`config.mk`:
```
export PLATFORM = sky130hd
export DESIGN_NAME = multicycle_controller
export DESIGN_NICKNAME = d
export VERILOG_FILES = /design/src/rtl/multicycle_controller.sv
export SDC_FILE = /design/constraint.sdc
export NUM_CORES = 1
export LEC_CHECK = 0
export BUFFER_PORTS_ARGS = -buffer_cell sky130_fd_sc_hd__buf_2
export CORE_MARGIN = 1
export CORE_UTILIZATION = 34
export DETAILED_ROUTE_END_ITERATION = 6
export GPL_TIMING_DRIVEN = 1
export PLACE_DENSITY_LB_ADDON = 0.3
export SLEW_MARGIN = 20
export SYNTH_ARGS = -nofsm -noshare
export SYNTH_HDL_FRONTEND = slang
export SYNTH_SLANG_ARGS = --single-unit
```
`constraint.sdc`:
```
create_clock -name clock_i -period 2.6 [get_ports clock_i]
set_input_delay 0.26 -clock clock_i [delete_from_list [all_inputs] [get_ports clock_i]]
set_output_delay 0.26 -clock clock_i [all_outputs]
set_load 0.01 [all_outputs]
```
`src/rtl/multicycle_controller.sv`:
```
// Multi-cycle sequencer for the 8-bit core: FETCH/DECODE/EXEC/MEM with req/ack
// memory handshakes, single-cycle datapath strobes, timeout fault and retire counter.
module multicycle_controller #(
    parameter int RETIRE_W    = 16,
    parameter int TIMEOUT_W   = 8,
    parameter int MEM_TIMEOUT = 255
) (
    input  logic                clock_i,
    input  logic                reset_i,
    input  logic [3:0]          opcode_i,
    input  logic                flag_i,
    input  logic                imem_ack_i,
    input  logic                dmem_ack_i,
    output logic                imem_req_o,
    output logic                dmem_req_o,
    output logic                ir_w_en_o,
    output logic                pc_w_en_o,
    output logic                reg_w_en_o,
    output logic                mem_w_en_o,
    output logic                reg_mem_w_sel_o,
    output logic                alu_w_sel_o,
    output logic                flag_w_en_o,
    output logic                imm_en_o,
    output logic                ih_il_sel_o,
    output logic                jmp_en_o,
    output logic                je_en_o,
    output logic                illegal_o,
    output logic                fault_o,
    output logic [RETIRE_W-1:0] retired_o,
    output logic [2:0]          state_o
);

    localparam logic [2:0] S_IDLE   = 3'd0;
    localparam logic [2:0] S_FETCH  = 3'd1;
    localparam logic [2:0] S_DECODE = 3'd2;
    localparam logic [2:0] S_EXEC   = 3'd3;
    localparam logic [2:0] S_MEM    = 3'd4;
    localparam logic [2:0] S_FAULT  = 3'd5;

    localparam bit                   TO_EN   = (MEM_TIMEOUT != 0);
    localparam logic [TIMEOUT_W-1:0] TO_LAST = TIMEOUT_W'((MEM_TIMEOUT == 0) ? 0 : MEM_TIMEOUT - 1);

    logic [2:0]           state_q, state_d;
    logic [TIMEOUT_W-1:0] cnt_q, cnt_d, cnt_inc;
    logic [RETIRE_W-1:0]  retired_q, retired_d;
    logic                 fault_q, fault_d;
    logic                 timeout_hit;

    assign cnt_inc     = (cnt_q == '1) ? cnt_q : cnt_q + TIMEOUT_W'(1);
    assign timeout_hit = TO_EN && (cnt_q == TO_LAST);

    always_comb begin
        state_d         = state_q;
        cnt_d           = cnt_q;
        retired_d       = retired_q;
        fault_d         = fault_q;
        imem_req_o      = 1'b0;
        dmem_req_o      = 1'b0;
        ir_w_en_o       = 1'b0;
        pc_w_en_o       = 1'b0;
        reg_w_en_o      = 1'b0;
        mem_w_en_o      = 1'b0;
        reg_mem_w_sel_o = 1'b0;
        alu_w_sel_o     = 1'b0;
        flag_w_en_o     = 1'b0;
        imm_en_o        = 1'b0;
        ih_il_sel_o     = 1'b0;
        jmp_en_o        = 1'b0;
        je_en_o         = 1'b0;
        illegal_o       = 1'b0;

        case (state_q)
            S_IDLE: state_d = S_FETCH;
            S_FETCH: begin
                imem_req_o = 1'b1;
                if (imem_ack_i) begin
                    ir_w_en_o = 1'b1;
                    cnt_d     = '0;
                    state_d   = S_DECODE;
                end else if (timeout_hit) begin
                    fault_d = 1'b1;
                    state_d = S_FAULT;
                end else begin
                    cnt_d = cnt_inc;
                end
            end
            S_DECODE: state_d = S_EXEC;
            S_EXEC: begin
                pc_w_en_o = 1'b1;
                retired_d = retired_q + RETIRE_W'(1);
                state_d   = S_FETCH;
                case (opcode_i)
                    4'b0000: reg_w_en_o = 1'b1;
                    4'b0001, 4'b0011, 4'b0100, 4'b0101,
                    4'b0110, 4'b0111, 4'b1000: begin
                        reg_w_en_o  = 1'b1;
                        alu_w_sel_o = 1'b1;
                    end
                    4'b1001: begin
                        alu_w_sel_o = 1'b1;
                        flag_w_en_o = 1'b1;
                    end
                    4'b1010: je_en_o  = flag_i;
                    4'b1011: jmp_en_o = 1'b1;
                    4'b1100: begin
                        reg_w_en_o  = 1'b1;
                        imm_en_o    = 1'b1;
                        ih_il_sel_o = 1'b1;
                    end
                    4'b1101: begin
                        reg_w_en_o = 1'b1;
                        imm_en_o   = 1'b1;
                    end
                    4'b1110, 4'b1111: begin
                        pc_w_en_o = 1'b0;
                        retired_d = retired_q;
                        state_d   = S_MEM;
                    end
                    default: begin
                        // 0010 is undefined: skip it without counting it
                        illegal_o = 1'b1;
                        retired_d = retired_q;
                    end
                endcase
            end
            S_MEM: begin
                dmem_req_o = 1'b1;
                mem_w_en_o = (opcode_i == 4'b1111);
                if (dmem_ack_i) begin
                    reg_w_en_o      = (opcode_i == 4'b1110);
                    reg_mem_w_sel_o = (opcode_i == 4'b1110);
                    pc_w_en_o       = 1'b1;
                    retired_d       = retired_q + RETIRE_W'(1);
                    cnt_d           = '0;
                    state_d         = S_FETCH;
                end else if (timeout_hit) begin
                    fault_d = 1'b1;
                    state_d = S_FAULT;
                end else begin
                    cnt_d = cnt_inc;
                end
            end
            S_FAULT: state_d = S_FAULT;
            default: state_d = S_IDLE;
        endcase

        // Reset masks outputs immediately, not only after the next edge
        if (!reset_i) begin
            imem_req_o      = 1'b0;
            dmem_req_o      = 1'b0;
            ir_w_en_o       = 1'b0;
            pc_w_en_o       = 1'b0;
            reg_w_en_o      = 1'b0;
            mem_w_en_o      = 1'b0;
            reg_mem_w_sel_o = 1'b0;
            alu_w_sel_o     = 1'b0;
            flag_w_en_o     = 1'b0;
            imm_en_o        = 1'b0;
            ih_il_sel_o     = 1'b0;
            jmp_en_o        = 1'b0;
            je_en_o         = 1'b0;
            illegal_o       = 1'b0;
        end
    end

    always_ff @(posedge clock_i) begin
        if (!reset_i) begin
            state_q   <= S_IDLE;
            cnt_q     <= '0;
            retired_q <= '0;
            fault_q   <= 1'b0;
        end else begin
            state_q   <= state_d;
            cnt_q     <= cnt_d;
            retired_q <= retired_d;
            fault_q   <= fault_d;
        end
    end

    assign fault_o   = fault_q;
    assign retired_o = retired_q;
    assign state_o   = state_q;

endmodule
```
### Word level (Yosys, flattened, before mapping)

Index checks and enable logic that the tools add are counted.

* $add $sub $neg: 2
* equality and inequality tests: 25
* multiplexer cells: 57
* reduce and logical (&&, ||, !) cells: 12

Operator list (count)
* $mux 1: 41
* $eq 4x4->1 const B: 8
* $mux 16: 2
* $mux 8: 4
* $pmux 16 s2: 1
* $pmux 3 s6: 1
* $add 16x1->16 const B: 1
* $eq 4x3->1 const B: 4
* $eq 8x8->1 const B: 2
* $pmux 8 s2: 1
* $reduce_or 15->1: 1
* $reduce_or 13->1: 1
* $mux 3: 4
* $reduce_or 10->1: 1
* $add 8x1->8 const B: 1
* $ne 2x2->1 const B: 4
* $reduce_or 8->1: 1
* $eq 3x2->1 const B: 2
* $eq 3x3->1 const B: 2
* $pmux 1 s2: 3
* $reduce_and 3->1: 2
* $eq 4x1->1 const B: 1
* $eq 4x2->1 const B: 1
* $logic_not 4->1: 1
* 4 further kinds: 6

* flip-flop bits (word level): 28
* output and inout port bits: 34
* logic and storage cells: 100

### Depth between registers and ports, before layout

* depth in word-level cells: 5
* mapped depth: 7

### Worst setup path after synthesis

Ideal clock, no wire load.

* path kind: reg-to-reg
* start: register state_q[0], in the netlist state_o[0]
* end: register retired_q[13], in the netlist retired_o[13]
* library setup time: 70 ps
* data arrival time: 1503 ps
* data required time: 2530 ps
* path slack: 1027 ps
* stages on the path, launching flop included: 6
* period minus slack after synthesis: 1573 ps
* cells stage by stage: dfxtp_1 and3b_1 buf_2 o2111ai_2 or4_1 a21oi_1

* longest elaborated chain between the ends: 3

Ends and longest elaborated chain
* start: declaration: line 43 `logic [2:0] state_q, state_d;`
* start signal: assignment: line 173 `state_q <= state_d;`
* $eq 3x3->1 or $eq 3x2->1 (tied branches): line 72 `case (state_q)`
* $ne 2x2->1 (no source line) or $reduce_bool 2->1 (tied branches)
* $reduce_and 3->1 (no source line)
* end signal: assignment: line 175 `retired_q <= retired_d;`
* end: declaration: line 45 `logic [RETIRE_W-1:0] retired_q, retired_d;`

Several ways; a longest one is shown, not always the timed one.
A chain may end at the register's enable or synchronous reset.

### Worst setup path after layout

* start: register state_q[1], in the netlist state_o[1]
* end: output port reg_w_en_o

* longest elaborated chain between the ends: 3

Ends and longest elaborated chain
* $eq 3x3->1 or $eq 3x2->1 (tied branches): line 72
* $pmux 1 s2 (*): line 72
* $mux 1 (*): line 148 `if (!reset_i) begin`
* end: declaration: line 18 `output logic reg_w_en_o,`

Mark *: on every way between the ends. The rest lies on a longest branch, timed or not.

==> flow_summary.toml <==
[outcome]
status = "complete, no violations"

[drt]
routed_wl_um = 4230
wl_per_cell_um = 13.0
drcViolationCount = 0
ant_nets = 0
vias = 1793
vias_per_cell = 5.50
topRoutingLayerUsed = "met4"
wl_met3_um = 113
m1WireLength_um = 2180
dr_wl_met2_um = 1890
drt_iter0_drc = 106
drtPass1Iterations = 4

[worst_setup_path]
critical_path_required_ns = 2.34
crit_fanout = 13
critPathCaptureType = "output port"
path_class = "flip-flop to output port"
cp-start-kind = "flip-flop"
critPathArrivalTime_ns = 1.79

[synth]
synth_top_cell_area_share_pct = 31.1
syn_inst = 219
netlist_top_cells_area = "dfxtp_1 31%, o31ai_1 5.4%, a21oi_1 4.7%"
async_flop_share_pct = 0
yosysWarnings = 0
synth_largest_area_cell = "dfxtp_1"
synthFlopType = "dfxtp_1"
syn-num-nets = 231
seq_area_frac_synth_pct = 31.1
synth.most_common_cell = "dfxtp_1"
synthDistinctLibCells = 58
synth_seq_cells = 28
avgSynthCellArea_um2 = 8.23
synth_commonest_cells = "28 x dfxtp_1, 17 x a21oi_1, 17 x nand2_1"
synth_edf_count = 0
netlist_area_mm2 = 0.00180

[floorplan]
die_y_um = 74.8
initial_core_util_pct = 35.3
die_area_mm2 = 0.00560
fp.dieW_um = 74.8
ios = 43
row_count = 26
coreArea_mm2 = 0.00511

[power_and_ir_drop]
finalPower_mw = 0.900
power_per_cell_area_mw_per_mm2 = 423
switching_share_pct = 24.3
clockPowerShare_pct = 38.3
combPwrFrac_pct = 11.7
p_leak_nw = 0.805
netSwitchingPower_mw = 0.218
internal_power_mw = 0.681
worst_ir_drop_vdd_mv = 0.348
seqPwrFrac_pct = 50.0

[cells_and_area]
stdcell_count = 326
final_nets = 269
final_core_util_pct = 41.6
nFillCells = 528
drive_gt1_share_pct = 23.4
diodes = 0
area_delta_synth_final_pct = 17.8
fin_area_mm2 = 0.00212

[timing]
skew_ns = 0.0100
post-route-period-util_pct = 78.9
tightestPinTransition_ns = 0.436
hold_viol = 0
grt_setup_unrepaired = "false"
finalMaxSlewViolations = 0
min_period_ns = 2.05
fmax_mhz = 488
tns_ns = 0
finalSetupViolations = 0
slew_headroom_pct = 70.9

[grt]
grt_pass1_vias = 1514
antenna_found_initial = 0
globalRoute.totalOverflow = 0
grt_pass1_wl_um = 7000
grt_use_total_pct = 15.6
grt_max_degree = 32

[cts]
numClockSinks = 28
cts_buffers = 3
cts_hold_buffers = 0
post-cts-setup-buffer-count = 0
cts_tree = "yes"
cts-htree-levels = 1
clock_path_buffers = 2
insertion_delay_ns = 0.28
cts-root-buf = "clkbuf_8"
path_clk_slew_ns = 0.09
ctsResizeCount = 0

[placement]
dp_cells = 322
globalplace.congestion = 0.828
placed_area_mm2 = 0.00205
port-buffer-count = 42
dp_hpwl_um = 3030

[job]
max_cap_viol_count = 0

[min_path]
hold_path_class = "input port to flip-flop"
## routing by layer
metal  GRT usage [%]  up-vias
met5               0        -
met4            3.77        0
met3            1.87        2
met2            25.3       34
met1            22.1      830
li1                -      927
## registers in the layout, summed over array words and instances (netlist names)
signal / flops
state_o: 3
fault_o: 1
cnt_q: 8
retired_o: 16
## metrics by stage
| stage | hold slack, ns | worst slack (ns) |
|---|---|---|
| finish | 0.357 | 0.549 |
| CTS | 0.347 | 0.542 |
| detailed placement | 0.442 | 0.653 |
| floorplan | 0.409 | 1.03 |
| global placement | 0.433 | 0.722 |
| global route | 0.366 | 0.376 |
## power groups by stage
stage | combinational (mW) | clock [mW] | sequential [mW]
2_1_floorplan | 0.0770 | 0 | 0.454
3_3_place_gp | 0.105 | 0 | 0.460
3_5_place_dp | 0.104 | 0 | 0.460
4_1_cts | 0.105 | 0.356 | 0.450
5_1_grt | 0.117 | 0.375 | 0.453
6_report | 0.105 | 0.344 | 0.450
## worst max-delay path, stage by stage, from the launching register on
cell	delay [ns]
dfxtp_1	0.60
and3b_1	0.38
a22oi_1	0.13
o22ai_1	0.14
and2_1	0.14
buf_2	0.12
## cell type report
cell class	count	area, um2	share of cell area (%)
clock inverter	1	30.0	1.41
clock buffer	3	41.3	1.94
timing repair buffer	45	233	11.0
sequential	28	561	26.4
inverter	9	33.8	1.59
tap	70	87.6	4.12
multi-input combinational	170	1140	53.6
## worst paths after layout
check	cells after the start	end	start	slack, ns
hold / removal	3	state_o[2]$_SDFF_PN0_	imem_ack_i	0.36
setup / recovery	5	reg_w_en_o	state_o[1]$_SDFF_PN0_	0.55
hold reg to reg	2	fault_o$_SDFFE_PN0P_	fault_o$_SDFFE_PN0P_	0.46
setup reg to reg	4	retired_o[12]$_SDFFE_PN0P_	state_o[1]$_SDFF_PN0_	0.64
## cells by family after synthesis
kind of cell	synth area share, %
AO/OA/AOI/OAI	27.5
XOR/XNOR	0.972
adder cells (fa/ha/maj)	2.08
buffers and inverters	5.76
flip-flops	31.1
multiplexers	1.18
AND/OR/NAND/NOR	31.4
## cells in the final DEF (no fill, tap or decap), types with 3 or more instances in the layout
cell and instances:
o32ai_1 3, buf_2 42, ha_1 3, clkbuf_8 3
nand3_1 9, o21ai_1 6, and4_1 3, a21oi_1 17
and3_1 6, dfxtp_1 28, o21a_1 3, o31ai_1 13
nor4_1 3, or4_1 11, a211oi_1 3, inv_1 8
nor2_1 16, nand2_1 17, nor3_1 3, nand4_1 5
nand2b_1 6, buf_4 3
(Power assumes the default switching activity.)
